File: config.mk
export PLATFORM = sky130hd
export DESIGN_NAME = ex_mcycle_ctrl_flat
export DESIGN_NICKNAME = d
export VERILOG_FILES = /design/src/rtl/ex_mcycle_ctrl_pkg.sv /design/src/rtl/ex_mcycle_ctrl_if.sv /design/src/rtl/ex_mcycle_ctrl.sv /design/src/flat_wrapper.sv
export SDC_FILE = /design/constraint.sdc
export NUM_CORES = 2
export LEC_CHECK = 0
export ABC_AREA = 1
export BUFFER_PORTS_ARGS = -buffer_cell sky130_fd_sc_hd__buf_4
export CORE_MARGIN = 1
export CORE_UTILIZATION = 55
export DETAILED_ROUTE_END_ITERATION = 16
export PLACE_DENSITY = 0.73
export SYNTH_ARGS = -nofsm -noshare
export SYNTH_HDL_FRONTEND = slang
export SYNTH_SLANG_ARGS = --single-unit
File: constraint.sdc
create_clock -name clk -period 32.7 [get_ports clk]
set_input_delay 4.905 -clock clk [delete_from_list [all_inputs] [get_ports clk]]
set_output_delay 4.905 -clock clk [all_outputs]
set_load 0.005 [all_outputs]
File: src/rtl/ex_mcycle_ctrl_pkg.sv
// Shared op codes, FSM states and op-decode helpers for the EX multi-cycle sequencer.
package ex_mcycle_ctrl_pkg;

   localparam int unsigned DATA_W = 32;
   localparam int unsigned OP_W   = 3;

   localparam logic [OP_W-1:0] MC_NONE = 3'd0;
   localparam logic [OP_W-1:0] MADD    = 3'd1;
   localparam logic [OP_W-1:0] MADDU   = 3'd2;
   localparam logic [OP_W-1:0] MSUB    = 3'd3;
   localparam logic [OP_W-1:0] MSUBU   = 3'd4;
   localparam logic [OP_W-1:0] DIV     = 3'd5;
   localparam logic [OP_W-1:0] DIVU    = 3'd6;

   typedef enum logic [1:0] {
      IDLE = 2'd0,
      ACC  = 2'd1,
      DIVW = 2'd2
   } mc_state_e;

   function automatic logic is_madd_class(input logic [OP_W-1:0] op);
      return (op == MADD) || (op == MADDU) || (op == MSUB) || (op == MSUBU);
   endfunction

   function automatic logic is_div_class(input logic [OP_W-1:0] op);
      return (op == DIV) || (op == DIVU);
   endfunction

   function automatic logic is_signed_op(input logic [OP_W-1:0] op);
      return (op == MADD) || (op == MSUB) || (op == DIV);
   endfunction

   function automatic logic is_sub_op(input logic [OP_W-1:0] op);
      return (op == MSUB) || (op == MSUBU);
   endfunction

endpackage

File: src/rtl/ex_mcycle_ctrl_if.sv
// EX-side operand/HI-LO bus plus the external divider handshake for the multi-cycle sequencer.
interface ex_mcycle_ctrl_if;
   import ex_mcycle_ctrl_pkg::*;

   logic                op_valid;
   logic [OP_W-1:0]     op;
   logic [DATA_W-1:0]   opa;
   logic [DATA_W-1:0]   opb;
   logic [DATA_W-1:0]   hi;
   logic [DATA_W-1:0]   lo;
   logic                flush;
   logic                div_ready;
   logic [2*DATA_W-1:0] div_result;

   logic                div_start;
   logic                div_cancel;
   logic                div_signed;
   logic [DATA_W-1:0]   div_opa;
   logic [DATA_W-1:0]   div_opb;
   logic                stallreq;
   logic                whilo;
   logic [DATA_W-1:0]   hi_wr;
   logic [DATA_W-1:0]   lo_wr;

   modport master (
      output op_valid, op, opa, opb, hi, lo, flush, div_ready, div_result,
      input  div_start, div_cancel, div_signed, div_opa, div_opb,
             stallreq, whilo, hi_wr, lo_wr
   );

   modport slave (
      input  op_valid, op, opa, opb, hi, lo, flush, div_ready, div_result,
      output div_start, div_cancel, div_signed, div_opa, div_opb,
             stallreq, whilo, hi_wr, lo_wr
   );

endinterface

File: src/rtl/ex_mcycle_ctrl.sv
// EX multi-cycle sequencer: MADD-class in 2 cycles (1 stall), DIV in 1 + divider latency.
// Stall, HI/LO write enable and data are Mealy outputs valid in the cycle of their inputs.
module ex_mcycle_ctrl
   import ex_mcycle_ctrl_pkg::*;
(
   input  logic           clk,
   input  logic           rst,
   ex_mcycle_ctrl_if.slave mc
);

   mc_state_e           state_q, state_d;
   logic [2*DATA_W-1:0] acc_q, acc_d;
   logic [DATA_W-1:0]   dopa_q, dopa_d;
   logic [DATA_W-1:0]   dopb_q, dopb_d;
   logic                dsign_q, dsign_d;

   logic [2*DATA_W-1:0] mult_a, mult_b, product, product_adj, hilo_cur;

   logic                start, cancel, stall, wen, osign;
   logic [DATA_W-1:0]   oopa, oopb;
   logic [2*DATA_W-1:0] wdata;

   // Extending to 64 bits first makes the low 64 bits of one multiply correct for both signednesses.
   always_comb begin
      mult_a = is_signed_op(mc.op) ? {{DATA_W{mc.opa[DATA_W-1]}}, mc.opa}
                                   : {{DATA_W{1'b0}}, mc.opa};
      mult_b = is_signed_op(mc.op) ? {{DATA_W{mc.opb[DATA_W-1]}}, mc.opb}
                                   : {{DATA_W{1'b0}}, mc.opb};
      product     = mult_a * mult_b;
      product_adj = is_sub_op(mc.op) ? (~product + 64'd1) : product;
      hilo_cur    = {mc.hi, mc.lo};
   end

   always_comb begin
      state_d = state_q;
      acc_d   = acc_q;
      dopa_d  = dopa_q;
      dopb_d  = dopb_q;
      dsign_d = dsign_q;
      start   = 1'b0;
      cancel  = 1'b0;
      stall   = 1'b0;
      wen     = 1'b0;
      osign   = 1'b0;
      oopa    = '0;
      oopb    = '0;
      wdata   = '0;

      if (rst) begin
         // The divider shares rst, so no cancel pulse is needed here.
         state_d = IDLE;
         acc_d   = '0;
      end else if (mc.flush) begin
         state_d = IDLE;
         acc_d   = '0;
         cancel  = (state_q == DIVW);
      end else begin
         case (state_q)
            IDLE: begin
               if (mc.op_valid && is_madd_class(mc.op)) begin
                  acc_d   = product_adj;
                  stall   = 1'b1;
                  state_d = ACC;
               end else if (mc.op_valid && is_div_class(mc.op)) begin
                  if (mc.opb == '0) begin
                     wen = 1'b1;
                  end else begin
                     dopa_d  = mc.opa;
                     dopb_d  = mc.opb;
                     dsign_d = (mc.op == DIV);
                     stall   = 1'b1;
                     state_d = DIVW;
                  end
               end
            end
            ACC: begin
               // HI/LO are taken in this cycle so a write retiring in MEM/WB meanwhile is seen.
               wdata   = hilo_cur + acc_q;
               wen     = 1'b1;
               acc_d   = '0;
               state_d = IDLE;
            end
            DIVW: begin
               start = 1'b1;
               oopa  = dopa_q;
               oopb  = dopb_q;
               osign = dsign_q;
               stall = ~mc.div_ready;
               if (mc.div_ready) begin
                  wen     = 1'b1;
                  wdata   = mc.div_result;
                  state_d = IDLE;
               end
            end
            default: begin
               state_d = IDLE;
               acc_d   = '0;
            end
         endcase
      end
   end

   always_ff @(posedge clk) begin
      if (rst) begin
         state_q <= IDLE;
         acc_q   <= '0;
         dopa_q  <= '0;
         dopb_q  <= '0;
         dsign_q <= 1'b0;
      end else begin
         state_q <= state_d;
         acc_q   <= acc_d;
         dopa_q  <= dopa_d;
         dopb_q  <= dopb_d;
         dsign_q <= dsign_d;
      end
   end

   assign mc.div_start  = start;
   assign mc.div_cancel = cancel;
   assign mc.div_signed = osign;
   assign mc.div_opa    = oopa;
   assign mc.div_opb    = oopb;
   assign mc.stallreq   = stall;
   assign mc.whilo      = wen;
   assign mc.hi_wr      = wdata[2*DATA_W-1:DATA_W];
   assign mc.lo_wr      = wdata[DATA_W-1:0];

endmodule

File: src/flat_wrapper.sv
// flat-port wrapper written by rule: the top's interface ports become plain ports
module ex_mcycle_ctrl_flat import ex_mcycle_ctrl_pkg::*;
  (clk, rst, mc_op_valid, mc_op, mc_opa, mc_opb, mc_hi, mc_lo, mc_flush, mc_div_ready, mc_div_result, mc_div_start, mc_div_cancel, mc_div_signed, mc_div_opa, mc_div_opb, mc_stallreq, mc_whilo, mc_hi_wr, mc_lo_wr);
  ex_mcycle_ctrl_if mc_i ();
  input  logic clk;
  input  logic rst;
  input wire logic [$bits(mc_i.op_valid)-1:0] mc_op_valid;
  input wire logic [$bits(mc_i.op)-1:0] mc_op;
  input wire logic [$bits(mc_i.opa)-1:0] mc_opa;
  input wire logic [$bits(mc_i.opb)-1:0] mc_opb;
  input wire logic [$bits(mc_i.hi)-1:0] mc_hi;
  input wire logic [$bits(mc_i.lo)-1:0] mc_lo;
  input wire logic [$bits(mc_i.flush)-1:0] mc_flush;
  input wire logic [$bits(mc_i.div_ready)-1:0] mc_div_ready;
  input wire logic [$bits(mc_i.div_result)-1:0] mc_div_result;
  output wire logic [$bits(mc_i.div_start)-1:0] mc_div_start;
  output wire logic [$bits(mc_i.div_cancel)-1:0] mc_div_cancel;
  output wire logic [$bits(mc_i.div_signed)-1:0] mc_div_signed;
  output wire logic [$bits(mc_i.div_opa)-1:0] mc_div_opa;
  output wire logic [$bits(mc_i.div_opb)-1:0] mc_div_opb;
  output wire logic [$bits(mc_i.stallreq)-1:0] mc_stallreq;
  output wire logic [$bits(mc_i.whilo)-1:0] mc_whilo;
  output wire logic [$bits(mc_i.hi_wr)-1:0] mc_hi_wr;
  output wire logic [$bits(mc_i.lo_wr)-1:0] mc_lo_wr;
  assign mc_i.op_valid = mc_op_valid;
  assign mc_i.op = mc_op;
  assign mc_i.opa = mc_opa;
  assign mc_i.opb = mc_opb;
  assign mc_i.hi = mc_hi;
  assign mc_i.lo = mc_lo;
  assign mc_i.flush = mc_flush;
  assign mc_i.div_ready = mc_div_ready;
  assign mc_i.div_result = mc_div_result;
  assign mc_div_start = mc_i.div_start;
  assign mc_div_cancel = mc_i.div_cancel;
  assign mc_div_signed = mc_i.div_signed;
  assign mc_div_opa = mc_i.div_opa;
  assign mc_div_opb = mc_i.div_opb;
  assign mc_stallreq = mc_i.stallreq;
  assign mc_whilo = mc_i.whilo;
  assign mc_hi_wr = mc_i.hi_wr;
  assign mc_lo_wr = mc_i.lo_wr;
  ex_mcycle_ctrl u_core (.clk(clk), .rst(rst), .mc(mc_i));
endmodule
==> run metrics <==
total CTS buffers=17; final worst slack=17.55 ns; simple-gate share of the synthesized area=0.197; dpl hpwl=between 150000 and 200000 um; largest family of logic cells by synthesized area=adder cells; outcome=finished, final reports clean; Post-DRT Antenna Nets=0; die height=about 340 um; Yosys cell types=53; largest area contributor in the netlist=fa_1; total track usage=0.377; highest clock rate=around 0.066 GHz; IO Port Bufs=332; max incr delay on CP=0.94 ns; Final Hold Viols=0; share of the synthesized area in the top cell type=0.454; Max Used Layer=met5; via count=54300; Final Non-Filler Cells=approximately 10000; vias in the first global route=57300; Critical Path End Type=flip-flop; CTS tree=yes; crit path time final=15.15 ns; CTS max path bufs=2; r2r worst-path depth=11; Post-synth ARST share=0; min-delay worst type=reg -> reg; Post-Synth Adder-Cell Area=0.528; Synth Flop Type=dfxtp_1; Core Area=113000 um2; Final Cycle Share=0.463; Mapped Area=~63000 um2; Setup Buffers After CTS=0; most common cell after layout, fill and taps aside=inv_1; # hold bufs at CTS=0; EDFF count, synth=0; Clock Sinks=131; final instance area=66800 um2; Vias/cell=~5.4; Synth Register Bits=131; std cell rows=~120; multiplexer area fraction after synthesis=0; Reg2Reg Capture Point=u_core.acc_q[26]; initial DRC count=4573; Area growth syn-to-layout=6.31%; placed cell count=10100; sequential area share after synthesis=0.0418; top post-synthesis cells by area=fa_1 (45%), inv_1 (15%), nand2_1 (13%); critical path class=in -> reg; RR Startpoint=u_core.state_q[1]; share of layout cells above drive strength 1=0.0537; Ys Warns=0; final wirelength=213000 um; DIE WIDTH=340 um; Routed met1 length=81900 um; number of I/O pins=approximately 330; crit path DAT=15.56 ns; setup_tns=0 ns; Max Cap Violations=0; Avg Cell Area, Syn=7.34 um2; largest net degree at the start of global routing=105; Crit Path Max Fanout=23; RSZ-0062 raised after global routing=no; H-tree levels=4; Synthesized Nets=10600; 1st-pass router iterations=6; hold path start=u_core.dopa_q[16]; CP required=roughly 33 ns; first-pass GRT wire length=330000 um; Clock Skew=between 0.015 and 0.02 ns; clk_lat worst skew=about 0.48 ns; nets=10600; Slew headroom=0.0965; total grt overflow=0; Place WS=17.15 ns; CTS root buffer=clkbuf_16; CP startpoint kind=primary input; Die ar.=116000 um2; placed cell area=66200 um2; PostCTS Resize Cnt=0; Clock transition at path regs=0.07 ns; most frequent CP cell=nand2_1; initial antenna violation count=7; commonest non-fill, non-tap cells in the layout=inv_1 (2525), nand2_1 (2215), fa_1 (1424); Avg WL per Cell=between 20 and 25 um; GPL Wtd Cong=0.989; # fillers=roughly 11000; met3 wire length=19000 um; max-slew violations=0; slowest cell on the critical path=fa_1; Synth Area in XOR/XNOR=0.00667; Compound-Gate Fraction of Synth Area=0.0553; hold worst-path end=u_core.dopa_q[16]; Initial Util=0.557; cells after synthesis=~8600; reg2reg setup slack=28.70 ns; Worst Hold Depth=2; Slew @ Worst Pin=roughly 1.3 ns; DRC viols=0; Final setup viols=0; metal2 WL=101000 um
per-stage QoR:
step	utilization	hold WS, ns
6_report	0.592	0.467
5_1_grt	0.592	0.480
4_1_cts	0.592	0.470
3_5_place_dp	0.587	0.456
3_3_place_gp	0.587	0.452
2_1_floorplan	-	0.440
flip-flops by register name, summed over array words and instances (netlist names):
| name | cells |
|---|---|
| u_core.state_q | 2 |
| u_core.dopb_q | 32 |
| u_core.acc_q | 64 |
| u_core.dsign_q | 1 |
| u_core.dopa_q | 32 |
Yosys cell counts (2+ instances only):
| cell | n |
|---|---|
| inv_1 | 2527 |
| nand2_1 | 2217 |
| fa_1 | 1424 |
| nor2_1 | 507 |
| ha_1 | 372 |
| a21oi_1 | 331 |
| clkbuf_1 | 327 |
| nand3_1 | 174 |
| o21ai_0 | 148 |
| dfxtp_1 | 131 |
| nand4_1 | 71 |
| a211oi_1 | 68 |
| xor2_1 | 28 |
| nand3b_1 | 27 |
| nor3_1 | 20 |
| a31oi_1 | 18 |
| xnor2_1 | 18 |
| nand2_2 | 17 |
| nor4_1 | 16 |
| nor2_2 | 14 |
| a21o_1 | 12 |
| or2_2 | 12 |
| o211ai_1 | 10 |
| buf_1 | 7 |
| o21a_1 | 6 |
| o21bai_1 | 6 |
| inv_2 | 5 |
| a21boi_0 | 4 |
| a22oi_1 | 3 |
| and2_1 | 3 |
| clkinv_1 | 3 |
| o31ai_1 | 3 |
| a221oi_1 | 2 |
| buf_2 | 2 |
| nand3_2 | 2 |
| nor2_4 | 2 |
| o2111ai_1 | 2 |
| o21ai_1 | 2 |
| o221ai_1 | 2 |
| or4_1 | 2 |
critical path, delay by kind of cell:
kind            cells  cell delay (ns)
fa+ha+maj          11             6.03
simple gates       21             3.35
buf+inv             7             1.04
compound gates      1             0.16
how the worst max path moves through the flow:
stage / end / slack [ns] / start
after CTS: u_core.acc_q[57] / 17.66 / mc_op[1]
after global placement: u_core.acc_q[63] / 17.35 / mc_op[1]
after global routing: u_core.acc_q[53] / 16.73 / mc_opa[31]
after detailed placement: u_core.acc_q[57] / 17.15 / mc_op[1]
final: u_core.acc_q[57] / 17.55 / mc_op[1]
after floorplan: u_core.acc_q[63] / 18.44 / mc_op[2]
per-layer routing:
layer,track usage,vias up
li1,-,24600
met1,0.482,26600
met3,0.0657,522
met4,0.163,2
met5,0,-
met2,0.631,2540
cell type report:
type	count	area [um2]	share of cell area
sequential	131	2620	0.0393
antenna	4	10.0	0.000150
tap	1500	1880	0.0281
inverter	2535	9520	0.143
clock inverter	15	140	0.00210
timing repair buffer	366	2750	0.0412
multi-input combinational	5556	49400	0.740
clock buffer	17	425	0.00637
cell families (layout without fill, tap and decap cells):
family / after synthesis / count (layout)
AND/OR/NAND/NOR: 3090 / 3090
buffers and inverters: 2871 / 2933
adder cells (fa/ha/maj): 1796 / 1796
AO/OA/AOI/OAI: 623 / 623
flip-flops: 131 / 131
XOR/XNOR: 47 / 47
other: 0 / 4
Power is not shown: default switching activity piles up to over one toggle a cycle in this logic, so the estimate is an artifact.
